**src/rtl/arith_serial_pkg.sv**
```systemverilog
// arith_serial_pkg: shared width default and FSM states for the bit-serial arithmetic blocks
package arith_serial_pkg;
   localparam int DEF_WIDTH = 16;
   typedef enum logic [1:0] {IDLE = 2'd0, RUN = 2'd1, DONE = 2'd2} state_e;
endpackage

```
**src/rtl/serial_subtractor_16_if.sv**
```systemverilog
// serial_subtractor_16_if: operand/result valid-ready bundle of the serial subtractor
interface serial_subtractor_16_if #(parameter int WIDTH = 16);
   logic             in_valid;
   logic             in_ready;
   logic [WIDTH-1:0] a;
   logic [WIDTH-1:0] b;
   logic             bin;
   logic             out_valid;
   logic             out_ready;
   logic [WIDTH-1:0] diff;
   logic             bout;
   logic             ovf;
   modport master (output in_valid, a, b, bin, out_ready, input in_ready, out_valid, diff, bout, ovf);
   modport slave  (input in_valid, a, b, bin, out_ready, output in_ready, out_valid, diff, bout, ovf);
endinterface

```
**src/rtl/full_subtractor_cell.sv**
```systemverilog
// full_subtractor_cell: one-bit x - y - bi with borrow-out
module full_subtractor_cell (
   input  logic x,
   input  logic y,
   input  logic bi,
   output logic d,
   output logic bo
);
   assign d  = x ^ y ^ bi;
   assign bo = (~x & y) | (~(x ^ y) & bi);
endmodule

```
**src/rtl/serial_subtractor_16.sv**
```systemverilog
// serial_subtractor_16: LSB-first bit-serial a - b - bin with borrow-out and signed overflow
module serial_subtractor_16
   import arith_serial_pkg::*;
#(
   parameter int WIDTH = DEF_WIDTH
) (
   input logic                  clk,
   input logic                  rst,
   serial_subtractor_16_if.slave bus
);
   localparam int CW = $clog2(WIDTH);
   localparam logic [1:0] ST_IDLE = IDLE;
   localparam logic [1:0] ST_RUN  = RUN;
   localparam logic [1:0] ST_DONE = DONE;
   logic [1:0]       r_state;
   logic [WIDTH-1:0] r_a_sr, r_b_sr, r_d_sr, r_diff;
   logic [CW-1:0]    r_cnt;
   logic             r_br, r_a_msb, r_b_msb, r_bout, r_ovf;
   logic             w_d, w_bo, w_last;
   logic [WIDTH-1:0] w_d_next;
   full_subtractor_cell u_fsc (.x(r_a_sr[0]), .y(r_b_sr[0]), .bi(r_br), .d(w_d), .bo(w_bo));
   assign w_last        = r_cnt == CW'(WIDTH - 1);
   assign w_d_next      = {w_d, r_d_sr[WIDTH-1:1]};
   assign bus.in_ready  = (r_state == ST_IDLE) & ~rst;
   assign bus.out_valid = r_state == ST_DONE;
   assign bus.diff      = r_diff;
   assign bus.bout      = r_bout;
   assign bus.ovf       = r_ovf;
   always_ff @(posedge clk) begin
      if (rst) begin
         r_state <= ST_IDLE;
         r_a_sr  <= '0;
         r_b_sr  <= '0;
         r_d_sr  <= '0;
         r_diff  <= '0;
         r_cnt   <= '0;
         r_br    <= 1'b0;
         r_a_msb <= 1'b0;
         r_b_msb <= 1'b0;
         r_bout  <= 1'b0;
         r_ovf   <= 1'b0;
      end else begin
         case (r_state)
            ST_IDLE: if (bus.in_valid) begin
               r_a_sr  <= bus.a;
               r_b_sr  <= bus.b;
               r_br    <= bus.bin;
               r_a_msb <= bus.a[WIDTH-1];
               r_b_msb <= bus.b[WIDTH-1];
               r_cnt   <= '0;
               r_state <= ST_RUN;
            end
            ST_RUN: begin
               r_a_sr <= r_a_sr >> 1;
               r_b_sr <= r_b_sr >> 1;
               r_d_sr <= w_d_next;
               r_br   <= w_bo;
               r_cnt  <= w_last ? r_cnt : r_cnt + CW'(1);
               // w_d is the result MSB on the last bit, so overflow is known here
               if (w_last) begin
                  r_diff  <= w_d_next;
                  r_bout  <= w_bo;
                  r_ovf   <= (r_a_msb ^ r_b_msb) & (w_d ^ r_a_msb);
                  r_state <= ST_DONE;
               end
            end
            ST_DONE: r_state <= bus.out_ready ? ST_IDLE : ST_DONE;
            default: r_state <= ST_IDLE;
         endcase
      end
   end
endmodule

```
**src/flat_wrapper.sv**
```systemverilog
// flat-port wrapper written by rule: the top's interface ports become plain ports
module serial_subtractor_16_flat import arith_serial_pkg::*;
#(
   parameter int WIDTH = DEF_WIDTH
)
  (clk, rst, bus_in_valid, bus_a, bus_b, bus_bin, bus_out_ready, bus_in_ready, bus_out_valid, bus_diff, bus_bout, bus_ovf);
  serial_subtractor_16_if #(.WIDTH(WIDTH)) bus_i ();
  input logic clk;
  input logic rst;
  input wire logic [$bits(bus_i.in_valid)-1:0] bus_in_valid;
  input wire logic [$bits(bus_i.a)-1:0] bus_a;
  input wire logic [$bits(bus_i.b)-1:0] bus_b;
  input wire logic [$bits(bus_i.bin)-1:0] bus_bin;
  input wire logic [$bits(bus_i.out_ready)-1:0] bus_out_ready;
  output wire logic [$bits(bus_i.in_ready)-1:0] bus_in_ready;
  output wire logic [$bits(bus_i.out_valid)-1:0] bus_out_valid;
  output wire logic [$bits(bus_i.diff)-1:0] bus_diff;
  output wire logic [$bits(bus_i.bout)-1:0] bus_bout;
  output wire logic [$bits(bus_i.ovf)-1:0] bus_ovf;
  assign bus_i.in_valid = bus_in_valid;
  assign bus_i.a = bus_a;
  assign bus_i.b = bus_b;
  assign bus_i.bin = bus_bin;
  assign bus_i.out_ready = bus_out_ready;
  assign bus_in_ready = bus_i.in_ready;
  assign bus_out_valid = bus_i.out_valid;
  assign bus_diff = bus_i.diff;
  assign bus_bout = bus_i.bout;
  assign bus_ovf = bus_i.ovf;
  serial_subtractor_16 #(.WIDTH(WIDTH)) u_core (.clk(clk), .rst(rst), .bus(bus_i));
endmodule
```
**config.mk**
```make
export PLATFORM = sky130hd
export DESIGN_NAME = serial_subtractor_16_flat
export DESIGN_NICKNAME = d
export VERILOG_FILES = /design/src/rtl/arith_serial_pkg.sv /design/src/rtl/serial_subtractor_16_if.sv /design/src/rtl/full_subtractor_cell.sv /design/src/rtl/serial_subtractor_16.sv /design/src/flat_wrapper.sv
export SDC_FILE = /design/constraint.sdc
export NUM_CORES = 1
export LEC_CHECK = 0
export BUFFER_PORTS_ARGS = -buffer_cell sky130_fd_sc_hd__buf_2
export CORE_MARGIN = 2
export CORE_UTILIZATION = 55
export DETAILED_ROUTE_END_ITERATION = 10
export HOLD_SLACK_MARGIN = 0.05
export PLACE_DENSITY = 0.79
export SLEW_MARGIN = 20
export SYNTH_ARGS = -nofsm -noshare
export SYNTH_HDL_FRONTEND = slang
export SYNTH_SLANG_ARGS = --single-unit
```
**constraint.sdc**
```tcl
create_clock -name clk -period 3.2 [get_ports clk]
set_input_delay 0.64 -clock clk [delete_from_list [all_inputs] [get_ports clk]]
set_output_delay 0.64 -clock clk [all_outputs]
set_load 0.01 [all_outputs]
```
After elaboration in Yosys (flattened, before gate mapping)
Index checks and enable logic that the tools add are counted.
{"block": "totals", "mem_count": 0, "latchBits": 0, "ff_bits": 75, "ramBits": 0, "romBits": 0}
{"block": "classes", "magnitude_cmp": 0, "n_addsub": 1, "n_mux": 13, "n_eq_ne": 6, "bitwise_logic": 12, "reduce_logical": 7, "mul": 0, "shift": 0, "n_div": 0}
{"operator": "one-hot mux 16 bit (2 select lines)", "count": 2}
{"operator": "2-to-1 mux 16 bit", "count": 2}
{"operator": "2-to-1 mux 4 bit", "count": 2}
{"operator": "one-hot mux 4 bit (2 select lines)", "count": 1}
{"operator": "AND reduction 2 bit", "count": 4}
{"operator": "2-to-1 mux 2 bit", "count": 3}
{"operator": "one-hot mux 2 bit (3 select lines)", "count": 1}
{"operator": "adder 4 x 1 -> 4 bit (second input constant)", "count": 1}
{"operator": "AND 1 bit", "count": 4}
{"operator": "equality test 4 bit (second input constant)", "count": 1}
{"operator": "inequality test 2 bit (second input constant)", "count": 2}
{"operator": "bitwise XOR 1 bit", "count": 4}
{"operator": "inverter 1 bit", "count": 3}
{"operator": "AND reduction 3 bit", "count": 1}
{"operator": "equality test 2 x 1 -> 1 bit (second input constant)", "count": 1}
{"operator": "equality test 2 bit (second input constant)", "count": 1}
{"operator": "logical NOT 2 bit", "count": 1}
{"operator": "inequality test 2 x 1 -> 1 bit (second input constant)", "count": 1}
{"operator": "one-hot mux 1 bit (2 select lines)", "count": 1}
{"operator": "nonzero test 2 bit", "count": 1}
{"operator": "2-to-1 mux 1 bit", "count": 1}
{"operator": "bitwise OR 1 bit", "count": 1}

Longest topological paths before layout
{"block": "logic_depth", "word_depth": 5, "mapped_depth": 7, "mapped_depth_nobuf": 5}

Modules after synthesis
A second synthesis with hierarchy kept.
{"block": "hier_totals", "cells_unflattened": 377, "area_unflattened_um2": 3347.0}
{"mod": "serial_subtractor_16", "instances": 1, "cells_per_inst": 373, "seq_area_each_um2": 1481.4, "area_per_inst_um2": 3315.7}
{"mod": "full_subtractor_cell", "instances": 1, "cells_per_inst": 4, "seq_area_each_um2": 0.0, "area_per_inst_um2": 31.3}

Worst setup path after synthesis
No wires, ideal clock.
{"block": "synth_timing", "path_type": "input-to-output", "start": "input rst", "end": "output bus_in_ready", "t_arrival_ns": 1.278, "setup_slack_ns": 1.282, "cell_stages": 3, "path_buffers": 2, "cell_sequence": "buf_2 > buf_2 > nor3_1"}
{"block": "synth_via", "elab_chain_len": 2}
{"element": "from (decl)", "line": "flat_wrapper.sv:9", "source": "input logic rst;"}
{"element": "inverter 1 bit", "line": "serial_subtractor_16.sv:24", "source": "assign bus.in_ready = (r_state == ST_IDLE) & ~rst;"}
{"element": "AND 1 bit", "line": "serial_subtractor_16.sv:24"}
{"element": "to (decl)", "line": "flat_wrapper.sv:15", "source": "output wire logic [$bits(bus_i.in_ready)-1:0] bus_in_ready;"}
Every way passes these cells.

Final worst setup path
{"block": "layout_timing", "start": "register u_core.r_state[0]", "end": "register u_core.r_diff[5], in the netlist u_core.bus.diff[5]"}
{"block": "layout_via", "elab_chain_len": 2}
{"element": "from (decl)", "line": "serial_subtractor_16.sv:15", "source": "logic [1:0] r_state;"}
{"element": "from (signal assigned)", "line": "serial_subtractor_16.sv:67", "source": "ST_DONE: r_state <= bus.out_ready ? ST_IDLE : ST_DONE;"}
{"element": "equality test 2 x 1 -> 1 bit", "line": "serial_subtractor_16.sv:43", "source": "case (r_state)"}
{"element": "AND reduction 2 bit (no source line)"}
{"element": "to (signal assigned)", "line": "serial_subtractor_16.sv:61", "source": "r_diff <= w_d_next;"}
{"element": "to (decl)", "line": "serial_subtractor_16.sv:16", "source": "logic [WIDTH-1:0] r_a_sr, r_b_sr, r_d_sr, r_diff;"}
Every way passes these cells.
A chain may end at the register's enable or synchronous reset.

==> results <==
- The run finished with clean final reports.
- The cell area after layout is 0.003628 mm2.
- The number of placement rows is 27.
- The count of endpoints failing hold in the final timing report is 0.
- The worst hold path startpoint is u_core.r_d_sr[1].
- The later-pin clock latency in the skew report is approximately 350 ps.
- The worst-case vdd ir drop is 0.2922 mV.
- The post-DP HPWL is 4047 um.
- The critical path startpoint is u_core.r_state[0].
- The die is 80.40 um tall.
- The number of antenna-violating nets in the routed design is 0.
- Post-CTS timing repair inserted 0 buffers for setup.
- After the first detailed-routing iteration, the DRC count stood at around 190.
- Setup repair after global routing left no endpoint under its margin.
- The share of the Yosys chip area taken by registers is 0.4614.
- Dividing the detail-routed via count by the number of cells gives 5.527.
- Entering global routing, the biggest net connects 75 pins.
- The floorplan core area is ~0.0056 mm2.
- The instance count of the mapped netlist is 374.
- The congestion estimate from routability-driven global placement came to 0.7724.
- The CTS clock-pin slew for the worst setup and hold paths is ~80 ps.
- Counting both buffers and inverters, the worst setup path holds a total of 1.
- The quantity of hold-fixing buffers added after cts is 0.
- The smallest clock period supported by the final layout is computed as ~2100 ps.
- In this run the worst path has a maximum fanout of 43.
- Wires add up to 6733 um.
- Detailed routing inserted a total of 2697 vias.
- The endpoint of the most critical register-to-register path is u_core.bus.diff[5].
- The leading cell type in the layout, fill and taps excluded is sky130_fd_sc_hd__dfxtp_1.
- The area of the die is 0.006464 mm2.
- The placed instances occupy a cell area of 0.003410 mm2.
- Of the available clock period, the critical path in the final layout requires 0.6473.
- The number of buffers created by CTS is 9.
- Between clock sinks in the finished design, the worst skew comes to 6.925 ps.
- The multi-input combinational cells in the finished layout cover a total of 0.001520 mm2.
- The effective utilization at floorplan is 0.5760.
- The net count reported at finish is 450.
- The remaining max-slew budget at the tightest pin is 0.3774.
- For this run, the number of Yosys warnings is 0.
- The number of antenna violations at the first check in global routing is 0.
- The number of global-route vias before repair is 2562.
- The stage delay of the slowest cell on the critical path is 850 ps.
- The worst setup path endpoint is u_core.bus.diff[5].
- Traced cell by cell, the critical path runs through nor2b_4, buf_4, nand3_1, a21oi_1.
- The routed length per placed instance is about 14 um.
- Counting cells, the worst reg-to-reg path comes to 4.
- After synthesis the cells add up to 0.003211 mm2.
- The total DRC errors in the routed layout is 0.
- The die is around 80 um wide.
- In this run the critical register-to-register path is launched from u_core.r_state[0].
- The worst setup path is of the flop to flop kind.
- In this run the tool buffered the top-level ports with 56 buffer cells.
- Dividing total power by cell area gives a power density of 551.2 mW/mm2.
- The reg2reg setup slack is 1130 ps.
- The proportion of power drawn by combinational gates is 0.110.
- TritonCTS built the clock tree.
- The root cell of the clock tree is sky130_fd_sc_hd__clkbuf_8.
- Clock tree synthesis found a total of 74 sinks.
- The dominant delay contributor by cell family on the critical path is simple AND/OR/NAND/NOR gates.
- between 50 and 60 I/O pins were placed.
- The aggregate negative setup slack is 0 ps.
- The data required time at the worst endpoint is between 3000 and 4000 ps.
- 0 antenna diodes ended up in the layout.
- The first-pass iteration count of the detailed router is 4.
- The switching share of power is 0.2490.
- Cell internal power was estimated by the tool at 1502 uW.
- The mean area per synthesized cell is 8.584 um2.
- The slew at the pin with the worst max-slew slack is around 930 ps.
- The number of nets produced by synthesis is 413.
- The endpoint type of the worst setup path is a flop.
- The worst-case setup slack after placement is 1167 ps.
- The number of cells upsized or downsized after cts is 0.
- The critical path runs through a total of 4 cells.
- The critical path data arrival time is 2350 ps.
- Summed over all nets, the switching power comes to 498.0 uW.
- In this run the number of H-tree levels came out at 3.
- The area occupied by registers is roughly 0.0015 mm2.
- The signed area change from the synthesized netlist to the final layout is 13.02%.
- The netlist uses 32 different library cells.
- The aggregate global-route resource usage is 0.2238.
- The highest attainable clock frequency is 0.4828 GHz.
- The share of total power dissipated in sequential elements is 0.493.
- The number of pins exceeding their max-slew limit in the final report was 0.
- The first global-routing pass estimated 11370 um of wire.
- The worst hold-check path type is flop to flop.
- The minimum setup slack in the final design is around 1100 ps.
- Global routing finished with a remaining overflow of 0.
- The fill cell total of the finished layout is approximately 490.
- Counting along the longest clock path gives a buffer depth of 2.
- Summed over all cells, the static leakage comes to 0.001415 uW.
- STA classifies the critical path startpoint as a flop.
- Setup violations remaining at the end of the flow were counted as 0.
- Of the cells placed in the final design, the portion with a size suffix greater than 1 is 0.2620.
- The library cells used most frequently in the layout, excluding fill and tap cells, are 74 x sky130_fd_sc_hd__dfxtp_1, 71 x sky130_fd_sc_hd__a21oi_1, 67 x sky130_fd_sc_hd__nand2_1.
- The slowest stage of the critical path is the sky130_fd_sc_hd__nor2b_4 cell.
- After synthesis the netlist holds a flip-flop and latch count of 74.
- The clock network power share is 0.397.
- Across the run, the number of max-cap violations was 0.
final cells by class:
class	instances	share of cell area
multi-input combinational	263	0.4190
clock inverter	5	0.02138
sequential	74	0.4083
inverter	4	0.004138
clock buffer	11	0.03897
timing repair buffer	59	0.08345
tap	72	0.02483
synth_stat cells:
cell type	number	share of area
sky130_fd_sc_hd__dfxtp_1	74	0.46
sky130_fd_sc_hd__a21oi_1	71	0.11
sky130_fd_sc_hd__nand2_1	67	0.078
sky130_fd_sc_hd__nor2_1	32	0.037
sky130_fd_sc_hd__a211oi_2	28	0.11
sky130_fd_sc_hd__nand3_1	20	0.031
sky130_fd_sc_hd__o21ai_0	19	0.030
sky130_fd_sc_hd__buf_2	11	0.017
sky130_fd_sc_hd__buf_4	11	0.026
sky130_fd_sc_hd__clkbuf_1	8	0.0094
sky130_fd_sc_hd__a211oi_1	4	0.0094
sky130_fd_sc_hd__inv_1	4	0.0047
sky130_fd_sc_hd__buf_6	3	0.011
sky130_fd_sc_hd__nor2b_1	2	0.0039
sky130_fd_sc_hd__nor3_1	2	0.0031
sky130_fd_sc_hd__or3_1	2	0.0039
sky130_fd_sc_hd__a221oi_2	1	0.0047
sky130_fd_sc_hd__a22oi_1	1	0.0023
sky130_fd_sc_hd__a2bb2oi_1	1	0.0027
sky130_fd_sc_hd__a311oi_2	1	0.0047
sky130_fd_sc_hd__a31oi_1	1	0.0019
sky130_fd_sc_hd__and3_1	1	0.0019
sky130_fd_sc_hd__and3b_1	1	0.0027
sky130_fd_sc_hd__and4_1	1	0.0027
sky130_fd_sc_hd__fa_1	1	0.0062
sky130_fd_sc_hd__ha_1	1	0.0039
sky130_fd_sc_hd__nand2b_4	1	0.0043
sky130_fd_sc_hd__nor3b_1	1	0.0023
sky130_fd_sc_hd__o211ai_1	1	0.0023
sky130_fd_sc_hd__o21ba_2	1	0.0031
sky130_fd_sc_hd__o21bai_4	1	0.0058
sky130_fd_sc_hd__or3b_2	1	0.0027
per-layer routing:
metal  up-vias  GRT usage  wire length, um
met3         8    0.04382              318
met2        61     0.3675             3099
met5         -          0                0
met1      1255     0.2890             3218
met4         0    0.08983               97
li1       1373          -                -
kinds of logic (layout without fill, tap and decap cells):
group / count (synthesis) / in the layout / synth area share
AND/OR/NAND/NOR: 131 / 131 / 0.1746
AO/OA/AOI/OAI: 130 / 130 / 0.2864
adder cells (fa/ha/maj): 2 / 2 / 0.01013
flip-flops: 74 / 74 / 0.4614
buffers and inverters: 37 / 79 / 0.06742
worst min-delay path by stage:
| stage | depth (start not counted) | endpoint | slack (ps) |
|---|---|---|---|
| finish | 2 | u_core.r_d_sr[1] | 460 |
| global route | 2 | u_core.r_a_sr[15] | 490 |
| CTS | 2 | u_core.r_d_sr[1] | 460 |
| detailed placement | 2 | u_core.r_d_sr[1] | 450 |
| global placement | 2 | u_core.r_d_sr[1] | 440 |
| floorplan | 2 | u_core.r_d_sr[1] | 440 |
worst register-to-register path, delay by kind of cell, from the launching register on:
| kind | cells | cell delay, ps |
|---|---|---|
| buf+inv | 1 | 350 |
| simple gates | 2 | 950 |
| flops | 1 | 550 |
| compound gates | 1 | 150 |
state kept, by name, summed over array words and instances (netlist names):
name / cells
u_core.bus.diff: 16
u_core.r_a_sr: 16
u_core.r_b_sr: 16
u_core.r_d_sr: 15
u_core.r_cnt: 4
u_core.r_state: 2
u_core.bus.bout: 1
u_core.bus.ovf: 1
u_core.r_a_msb: 1
u_core.r_b_msb: 1
u_core.r_br: 1
power by group through the flow:
stage                     logic (uW)  registers (uW)  clock network [uW]
after floorplan                  184             999                   0
after global placement           214            1000                   0
after CTS                        220             986                 802
after global routing             245             990                 835
after detailed placement         218            1010                   0
final                            220             986                 794
through the flow:
stage	util	std cells	hold slack, ps	power, uW
after CTS	0.6510	488	460.5	2008
after global routing	0.6510	488	488.7	2070
after global placement	0.6117	472	441.9	1219
after floorplan	-	374	436.6	1182
final	0.6510	488	459.2	2000
after detailed placement	0.6117	472	450.5	1224
Power figures use the tool's default switching activity.
